**src/rtl/mul_arb2.sv**
```systemverilog
`default_nettype none
// ============================================================================
//  Module   : mul_arb2 (with local shared multiplier mul)
//  Brief    : Round-robin sequencer sharing one 8x8 combinational multiplier
//             between two valid/ready requesters, with an id-tagged,
//             backpressured product output and a completed-transaction counter.
//  Revision : 1.0 - initial release
// ============================================================================

module mul (
  input  logic [7:0]  a,
  input  logic [7:0]  b,
  output logic [15:0] y
);

  assign y = {8'd0, a} * {8'd0, b};

endmodule

module mul_arb2 #(
  parameter int CNT_W = 8
) (
  input  logic             clk,
  input  logic             rst_n,
  input  logic             valid0,
  input  logic [7:0]       a0,
  input  logic [7:0]       b0,
  output logic             ready0,
  input  logic             valid1,
  input  logic [7:0]       a1,
  input  logic [7:0]       b1,
  output logic             ready1,
  output logic             out_valid,
  output logic [15:0]      out_y,
  output logic             out_id,
  input  logic             out_ready,
  output logic             busy,
  output logic [CNT_W-1:0] txn_cnt
);

  localparam logic [1:0] S_IDLE = 2'd0;
  localparam logic [1:0] S_MUL  = 2'd1;
  localparam logic [1:0] S_HOLD = 2'd2;

  localparam logic [CNT_W-1:0] c_cnt_one = {{(CNT_W-1){1'b0}}, 1'b1};

  logic [1:0]       r_state;
  logic [1:0]       w_state_nxt;

  logic [7:0]       r_a;
  logic [7:0]       r_b;
  logic             r_id;
  logic             r_last_id;

  logic [15:0]      r_out_y;
  logic             r_out_id;
  logic             r_out_valid;
  logic [CNT_W-1:0] r_txn_cnt;

  logic             w_grant0;
  logic             w_grant1;
  logic             w_accept;
  logic             w_out_hs;
  logic [15:0]      w_prod;

  // The multiplier only ever sees the latched operands, never live inputs.
  mul u_mul (
    .a (r_a),
    .b (r_b),
    .y (w_prod)
  );

  // Round-robin: on contention the requester that did not win last time wins.
  always_comb begin
    w_grant0 = 1'b0;
    w_grant1 = 1'b0;
    if (r_state == S_IDLE) begin
      w_grant0 = valid0 & (~valid1 | r_last_id);
      w_grant1 = valid1 & (~valid0 | ~r_last_id);
    end
  end

  assign w_accept = w_grant0 | w_grant1;
  assign w_out_hs = (r_state == S_HOLD) & out_ready;

  always_ff @(posedge clk or negedge rst_n) begin
    if (!rst_n) begin
      r_state <= S_IDLE;
    end else begin
      r_state <= w_state_nxt;
    end
  end

  always_comb begin
    w_state_nxt = r_state;
    case (r_state)
      S_IDLE:  if (w_accept) w_state_nxt = S_MUL;
      S_MUL:   w_state_nxt = S_HOLD;
      S_HOLD:  if (out_ready) w_state_nxt = S_IDLE;
      default: w_state_nxt = S_IDLE;
    endcase
  end

  always_comb begin
    ready0 = w_grant0;
    ready1 = w_grant1;
    busy   = (r_state != S_IDLE);
  end

  always_ff @(posedge clk or negedge rst_n) begin
    if (!rst_n) begin
      r_a       <= 8'd0;
      r_b       <= 8'd0;
      r_id      <= 1'b0;
      r_last_id <= 1'b1;
    end else if (w_accept) begin
      r_a       <= w_grant1 ? a1 : a0;
      r_b       <= w_grant1 ? b1 : b0;
      r_id      <= w_grant1;
      r_last_id <= w_grant1;
    end
  end

  always_ff @(posedge clk or negedge rst_n) begin
    if (!rst_n) begin
      r_out_y     <= 16'd0;
      r_out_id    <= 1'b0;
      r_out_valid <= 1'b0;
    end else if (r_state == S_MUL) begin
      r_out_y     <= w_prod;
      r_out_id    <= r_id;
      r_out_valid <= 1'b1;
    end else if (w_out_hs) begin
      r_out_valid <= 1'b0;
    end
  end

  // Counts consumer handshakes only; out_ready outside HOLD is ignored.
  always_ff @(posedge clk or negedge rst_n) begin
    if (!rst_n) begin
      r_txn_cnt <= '0;
    end else if (w_out_hs) begin
      r_txn_cnt <= r_txn_cnt + c_cnt_one;
    end
  end

  assign out_valid = r_out_valid;
  assign out_y     = r_out_y;
  assign out_id    = r_out_id;
  assign txn_cnt   = r_txn_cnt;

endmodule

`default_nettype wire
```
**config.mk**
```make
export PLATFORM = sky130hd
export DESIGN_NAME = mul_arb2
export DESIGN_NICKNAME = d
export VERILOG_FILES = /design/src/rtl/mul_arb2.sv
export SDC_FILE = /design/constraint.sdc
export NUM_CORES = 1
export LEC_CHECK = 0
export ABC_AREA = 1
export BUFFER_PORTS_ARGS = -buffer_cell sky130_fd_sc_hd__buf_2
export CORE_MARGIN = 3
export CORE_UTILIZATION = 41
export DETAILED_ROUTE_END_ITERATION = 8
export GPL_TIMING_DRIVEN = 0
export HOLD_SLACK_MARGIN = 0.03
export PLACE_DENSITY_LB_ADDON = 0.05
export SYNTH_ARGS = -nofsm -noshare
export SYNTH_HDL_FRONTEND = slang
export SYNTH_SLANG_ARGS = --single-unit
```
**constraint.sdc**
```tcl
create_clock -name clk -period 5.15 [get_ports clk]
set_input_delay 1.03 -clock clk [delete_from_list [all_inputs] [get_ports clk]]
set_output_delay 1.03 -clock clk [all_outputs]
set_load 0.02 [all_outputs]
```
==> results of run 1 <==
-- per-stage QoR --
step / setup WS [ns] / std cells / cell area (µm²)
after floorplan: 1.206 / 589 / 4441
after global placement: 0.8861 / 790 / 4936
after detailed placement: 0.8449 / 790 / 4936
after CTS: 0.8126 / 798 / 5049
after global routing: 0.5478 / 798 / 5049
final: 0.8234 / 798 / 5049
-- final timing paths --
kind / cells after the start / slack, ns / to
max: 17 / 0.82 / out_y[9]
max reg2reg: 17 / 0.82 / out_y[9]
min in group asynchronous: 1 / 0.90 / out_y[10]
min reg2reg: 2 / 0.48 / out_valid
min: 2 / 0.48 / out_valid
max in group asynchronous: 1 / 3.62 / r_id
-- state kept, by name, indices dropped and copies added (netlist names) --
signal,flops
r_b,8
r_last_id,1
out_valid,1
out_y,16
txn_cnt,8
out_id,1
r_state,2
r_a,8
r_id,1
-- worst register-to-register path, cell delays in order, from the launching register on --
cell	delay (ns)
dfrtp_1	0.33
clkbuf_1	0.44
nand2_1	0.14
fa_1	0.49
fa_1	0.55
inv_1	0.06
fa_1	0.52
inv_1	0.05
fa_1	0.53
inv_1	0.04
ha_1	0.34
nand2_1	0.13
inv_1	0.06
nand2_1	0.06
nand2_1	0.06
or2_2	0.26
nand3_1	0.09
nand2_1	0.05
-- final cells by class --
| cell class | instances | area [µm²] |
|---|---|---|
| Tap cell | 136 | 170.2 |
| Sequential cell | 46 | 1152 |
| Timing Repair Buffer | 65 | 325.3 |
| Inverter | 148 | 558.0 |
| Clock buffer | 5 | 68.82 |
| Multi-Input combinational cell | 370 | 2604 |
| Fill cell | 1094 | 5368 |
| Clock inverter | 3 | 43.79 |
| Buffer | 25 | 126.4 |
-- cell usage after synthesis (2+ instances only) --
master,number,area (µm²)
buf_2,5,25.02
inv_1,144,540.5
xnor2_1,7,61.31
ha_1,37,462.9
o21ai_2,18,157.7
nand2_2,2,12.51
o21ai_0,18,90.09
inv_2,3,11.26
nand2_1,157,589.3
dfrtp_1,45,1126
clkbuf_1,17,63.81
nand4_1,4,25.02
nor2_1,29,108.9
buf_6,2,22.52
nand3_1,36,180.2
o21ai_1,5,25.02
fa_1,36,720.7
a21oi_1,7,35.03
xor2_1,4,35.03
-- logic make-up (layout without fill, tap and decap cells) --
family,Yosys count,count (layout),share of synthesized area
compound gates,49,49,0.07072
xor+xnor,11,11,0.02170
fa+ha+maj,73,73,0.2666
buf+inv,173,246,0.1541
flops,46,46,0.2595
mux,1,1,0.002536
simple gates,236,236,0.2249
-- metal layers --
metal  vias to the layer above  global-route usage  wire length (µm)
met5                         -                   0                 0
met4                         0             0.03028                89
met3                        10             0.02446               243
met2                        54              0.2790              4582
met1                      1697              0.2406              4829
li1                       1881                   -                 -
==> metrics.md, run 1 <==
| Metric | Value |
|---|---|
| Status | finished, final reports clean |
| Nature of the critical path startpoint | flop |
| Launching element of the worst setup path | r_a[2] |
| Arr. time, crit path | 4.53 ns |
| Number of global-route vias before repair | between 3000 and 4000 |
| Global Route Usage Sum | 0.1698 |
| Max-slew violation count | 0 |
| Sum of negative setup slack | 0 ns |
| Detailed-route via count | about 3600 |
| Clk buf depth | 2 |
| Initial core utilization | 0.4263 |
| Ratio of cells with drive above 1 in the final layout | 0.1722 |
| Total number of clock tree sinks | 46 |
| Total standard cell area after synthesis | approximately 4400 µm² |
| Number of warning messages in the yosys log | 0 |
| CP Capture Type | flop |
| Critical path start-end classification | flop to flop |
| Detailed-route wire length per cell | 12.21 µm |
| Post-synth EDFFs | 0 |
| Detailed Route Iter0 Violations | 152 |
| Floorplan die height | between 100 and 150 µm |
| Worst Min Path Start | out_valid |
| Detailed placement HPWL | 7.731 mm |
| TritonCTS clock tree | built |
| Number of vias per cell after detailed routing | around 4.6 |
| Reg clk slew, reported paths | around 0.10 ns |
| Worst Hold Class | flop to flop |
| FP Rows | 37 |
| Shortest clock period the worst path allows after layout | 4.327 ns |
| Critical Path Max Stage Delay | 0.55 ns |
| Cell at the slowest stage of the critical path | fa_1 |
| Clock root buffer | clkbuf_8 |
| I/O Pins | 66 |
| Largest net degree at the start of global routing | 47 |
| Final global-route overflow total | 0 |
| Final setup violating endpoints | 0 |
| Area Overhead vs Synth | 13.69% |
| Number of distinct standard cells referenced by the synthesized netlist | 32 |
| Required time at the endpoint of the critical path | 5.35 ns |
| Hold_ws | around 0.48 ns |
| Maximum fanout along the worst path | 9 |
| Global-route wire length before repair | approximately 16 mm |
| Startpoint of the worst-slack reg-to-reg timing path | r_a[2] |
| Max Freq | about 230 MHz |
| Cell family contributing the most delay on the critical path | adder cells |
| Utilization after layout | 0.4847 |
| Number of antenna repair diodes | 0 |
| Sequential area share after synthesis | 0.2595 |
| Number of nets in the layout | between 700 and 800 |
| DIE AREA | between 10000 and 15000 µm² |
| Synthesized instance count | around 590 |
| Maximum capacitance violations | 0 |
| Final count of hold timing violations | 0 |
| Later-pin clock latency in the skew report | 0.31 ns |
| H-tree depth | 2 |
| Total CTS buffers | 5 |
| Initial antenna violation count | 0 |
| Total detailed-routing wirelength | around 9.7 mm |
| Post-CTS setup repair buffer count | 0 |
| Transition time of the tightest slew-check pin | 1.032 ns |
| Placeable core area | between 10000 and 15000 µm² |
| Mapped Nets | roughly 700 |
| Fraction of registers with async set/reset | 1.000 |
| Final clock skew | 0.008881 ns |
| Die Width | about 110 µm |
| Worst slew margin | 0.3122 |
| Post-CTS Hold Buffers | 0 |
| Number of optimization iterations in the first detailed-route pass | 4 |
| # resized after CTS | 0 |
| Top library cells by usage in the layout, fill and taps aside | nand2_1 (157), inv_1 (144), buf_2 (70) |
| Most Frequent Cell on Critical Path | nand2_1 |
| Worst path bufs/invs | 5 |
| Number of buffers added on ports | between 60 and 70 |
| Post-route DRC violation count | 0 |
| Syn avg cell area | approximately 7.5 µm² |
| Fin crit share | 0.8401 |
| Worst-path cell chain | clkbuf_1, nand2_1, fa_1, fa_1, inv_1, fa_1, inv_1, fa_1, inv_1, ha_1, nand2_1, inv_1, nand2_1, nand2_1, or2_2, nand3_1, nand2_1 |
| Most common cell after layout, fill and taps aside | nand2_1 |
| Most common flop cell mapped by yosys | dfrtp_1 |
| GP Congestion | 0.8195 |
| Post-synthesis register bit count | 46 |
| Unrepaired setup endpoints after global routing | false |
| Number of nets with antenna violations after detailed routing | 0 |
Power of run 1 is not shown: default switching activity piles up to over one toggle a cycle in this logic, so the estimate is an artifact.
==> run 2: changes to the inputs <==
clock period = 4.45 ns   (was 5.15 ns; I/O delays follow)
==> run 2 against run 1 <==
Register-to-register slack got worse by 0.56 ns. Cell area fell by 0.82%. First-iteration DRC count fell by 2.0%. Final cell count fell by 1.4%. Global-route usage did not move. Maximum frequency rose by 3.4%. Clock-buffer cell count did not move. Clock skew rose by 0.0022 ns.
==> metrics.md, run 2 (synthesis gave the netlist of run 1 again) <==
| Metric | Value |
|---|---|
| Clock root buffer | clkbuf_8 |
| H-tree depth | 2 |
| Unrepaired setup endpoints after global routing | false |
| Floorplan die height | roughly 110 µm |
| Arr. time, crit path | 4.39 ns |
| Most Frequent Cell on Critical Path | nand2_1 |
| Required time at the endpoint of the critical path | approximately 4.7 ns |
| Post-route DRC violation count | 0 |
| Placeable core area | about 10000 µm² |
| Post-CTS Hold Buffers | 0 |
| # resized after CTS | 0 |
| Number of optimization iterations in the first detailed-route pass | 4 |
| Total detailed-routing wirelength | between 9 and 10 mm |
| GP Congestion | a little over 0.8 |
| Sum of negative setup slack | 0 ns |
| Global Route Usage Sum | 0.1698 |
| FP Rows | 37 |
| Multi-input gate area | between 2000 and 3000 µm² |
| DP Worst Slack | around 0.14 ns |
| Hold path cells | 2 |
| Maximum capacitance violations | 0 |
| Cell at the slowest stage of the critical path | fa_1 |
| Total number of clock tree sinks | 46 |
| Worst-path cell chain | clkbuf_1, nand2_1, fa_1, fa_1, inv_1, fa_1, inv_1, fa_1, inv_1, ha_1, nand2_1, inv_1, nand2_1, nand2_1, or2_2, nand3_1, nand2_1 |
| Final global-route overflow total | 0 |
| Die Width | 110.1 µm |
| Detailed placement HPWL | 7.731 mm |
| Worst path bufs/invs | 5 |
| Critical Path Max Stage Delay | between 0.5 and 0.6 ns |
| Nature of the critical path startpoint | flop |
| Status | finished, final reports clean |
| Number of nets with antenna violations after detailed routing | 0 |
| I/O Pins | 66 |
| Fin crit share | 0.9405 |
| Min-Delay Endpoint | out_valid |
| Number of vias per cell after detailed routing | ~4.6 |
| Worst Min Path Start | out_valid |
| Area used by sequential logic in the layout | around 1200 µm² |
| Worst Hold Class | flop to flop |
| Max-slew violation count | 0 |
| CP Capture Type | flop |
| Max Freq | 238.9 MHz |
| Detailed Route Iter0 Violations | around 150 |
| Shortest clock period the worst path allows after layout | approximately 4.2 ns |
| Largest register FFs | 16 |
| Most common cell after layout, fill and taps aside | nand2_1 |
| Detailed-route via count | 3586 |
| Ratio of cells with drive above 1 in the final layout | 0.1751 |
| Final clock skew | 0.01109 ns |
| DIE AREA | about 12000 µm² |
| Area Overhead vs Synth | 12.76% |
| Total CTS buffers | 5 |
| Reg-to-reg critical path endpoint | out_y[9] |
| Post-CTS setup repair buffer count | 0 |
| Maximum fanout along the worst path | 9 |
| Number of antenna repair diodes | 0 |
| Initial antenna violation count | 0 |
| Clk buf depth | 2 |
| Final setup violating endpoints | 0 |
| Reg clk slew, reported paths | 0.10 ns |
| Register-to-register setup slack | about 0.26 ns |
| Final count of hold timing violations | 0 |
| Largest net degree at the start of global routing | 47 |
| Global-route wire length before repair | ~16 mm |
| Startpoint of the worst-slack reg-to-reg timing path | r_b[2] |
| Cell family contributing the most delay on the critical path | adder cells |
| Later-pin clock latency in the skew report | roughly 0.31 ns |
| Top library cells by usage in the layout, fill and taps aside | nand2_1 (157), inv_1 (144), buf_2 (70) |
| Critical path start-end classification | flop to flop |
| Worst slew margin | 0.3018 |
| Minimum setup slack in the final design | 0.2650 ns |
| Initial core utilization | 0.4263 |
| Number of global-route vias before repair | roughly 3400 |
| Fillcell total | 1095 |
| Transition time of the tightest slew-check pin | about 1.0 ns |
| Number of buffers added on ports | 65 |
| Worst R2R Path Depth | 17 |
| TritonCTS clock tree | built |
| Detailed-route wire length per cell | around 12 µm |
| Number of nets in the layout | 760 |
-- run 2: changes by cell type in the layout (fill, tap and decap cells not counted) --
cell,delta
clkbuf_1,-11
-- run 2: worst max-delay path by stage --
stage                     slack, ns  cells past startpoint    from        to
after floorplan                0.51                     17  r_a[0]  out_y[9]
after global placement         0.19                     17  r_a[1]  out_y[9]
after detailed placement       0.14                     17  r_a[1]  out_y[9]
after CTS                      0.11                     17  r_a[1]  out_y[9]
after global routing          0.006                     17  r_b[2]  out_y[9]
final                          0.26                     17  r_b[2]  out_y[9]
-- run 2: final cells by class --
cell class	instances	share of cell area
plain buffers	14	0.01699
clock buffers	5	0.01374
clock inverters	3	0.008746
inverters	148	0.1114
multi-input cells	370	0.5200
flip-flops and latches	46	0.2301
well taps	136	0.03398
repair buffers	65	0.06497
-- run 2: worst register-to-register path, stage by stage, from the launching register on --
cell      delay, ns
dfrtp_1        0.34
clkbuf_1       0.39
nand2_1        0.13
fa_1           0.47
fa_1           0.49
inv_1          0.06
fa_1           0.52
inv_1          0.05
fa_1           0.53
inv_1          0.04
ha_1           0.34
nand2_1        0.13
inv_1          0.06
nand2_1        0.06
nand2_1        0.06
or2_2          0.26
nand3_1        0.09
nand2_1        0.05
-- run 2: metal layers --
metal	share of wire	up-vias	global-route usage
li1	-	1860	-
met1	0.49	1673	0.2406
met2	0.47	49	0.2790
met3	0.026	4	0.02446
met4	0.0067	0	0.03028
met5	0	-	0
-- run 2: metrics by stage --
step / util / cell area, µm² / hold slack (ns) / std cells
final: 0.4807 / 5007 / 0.4754 / 787
after global routing: 0.4807 / 5007 / 0.4961 / 787
after CTS: 0.4847 / 5049 / 0.4787 / 798
after detailed placement: 0.4739 / 4936 / 0.4540 / 790
after global placement: 0.4739 / 4936 / 0.4498 / 790
after floorplan: - / 4441 / 0.4834 / 589
Power of run 2 is left out for the same reason.
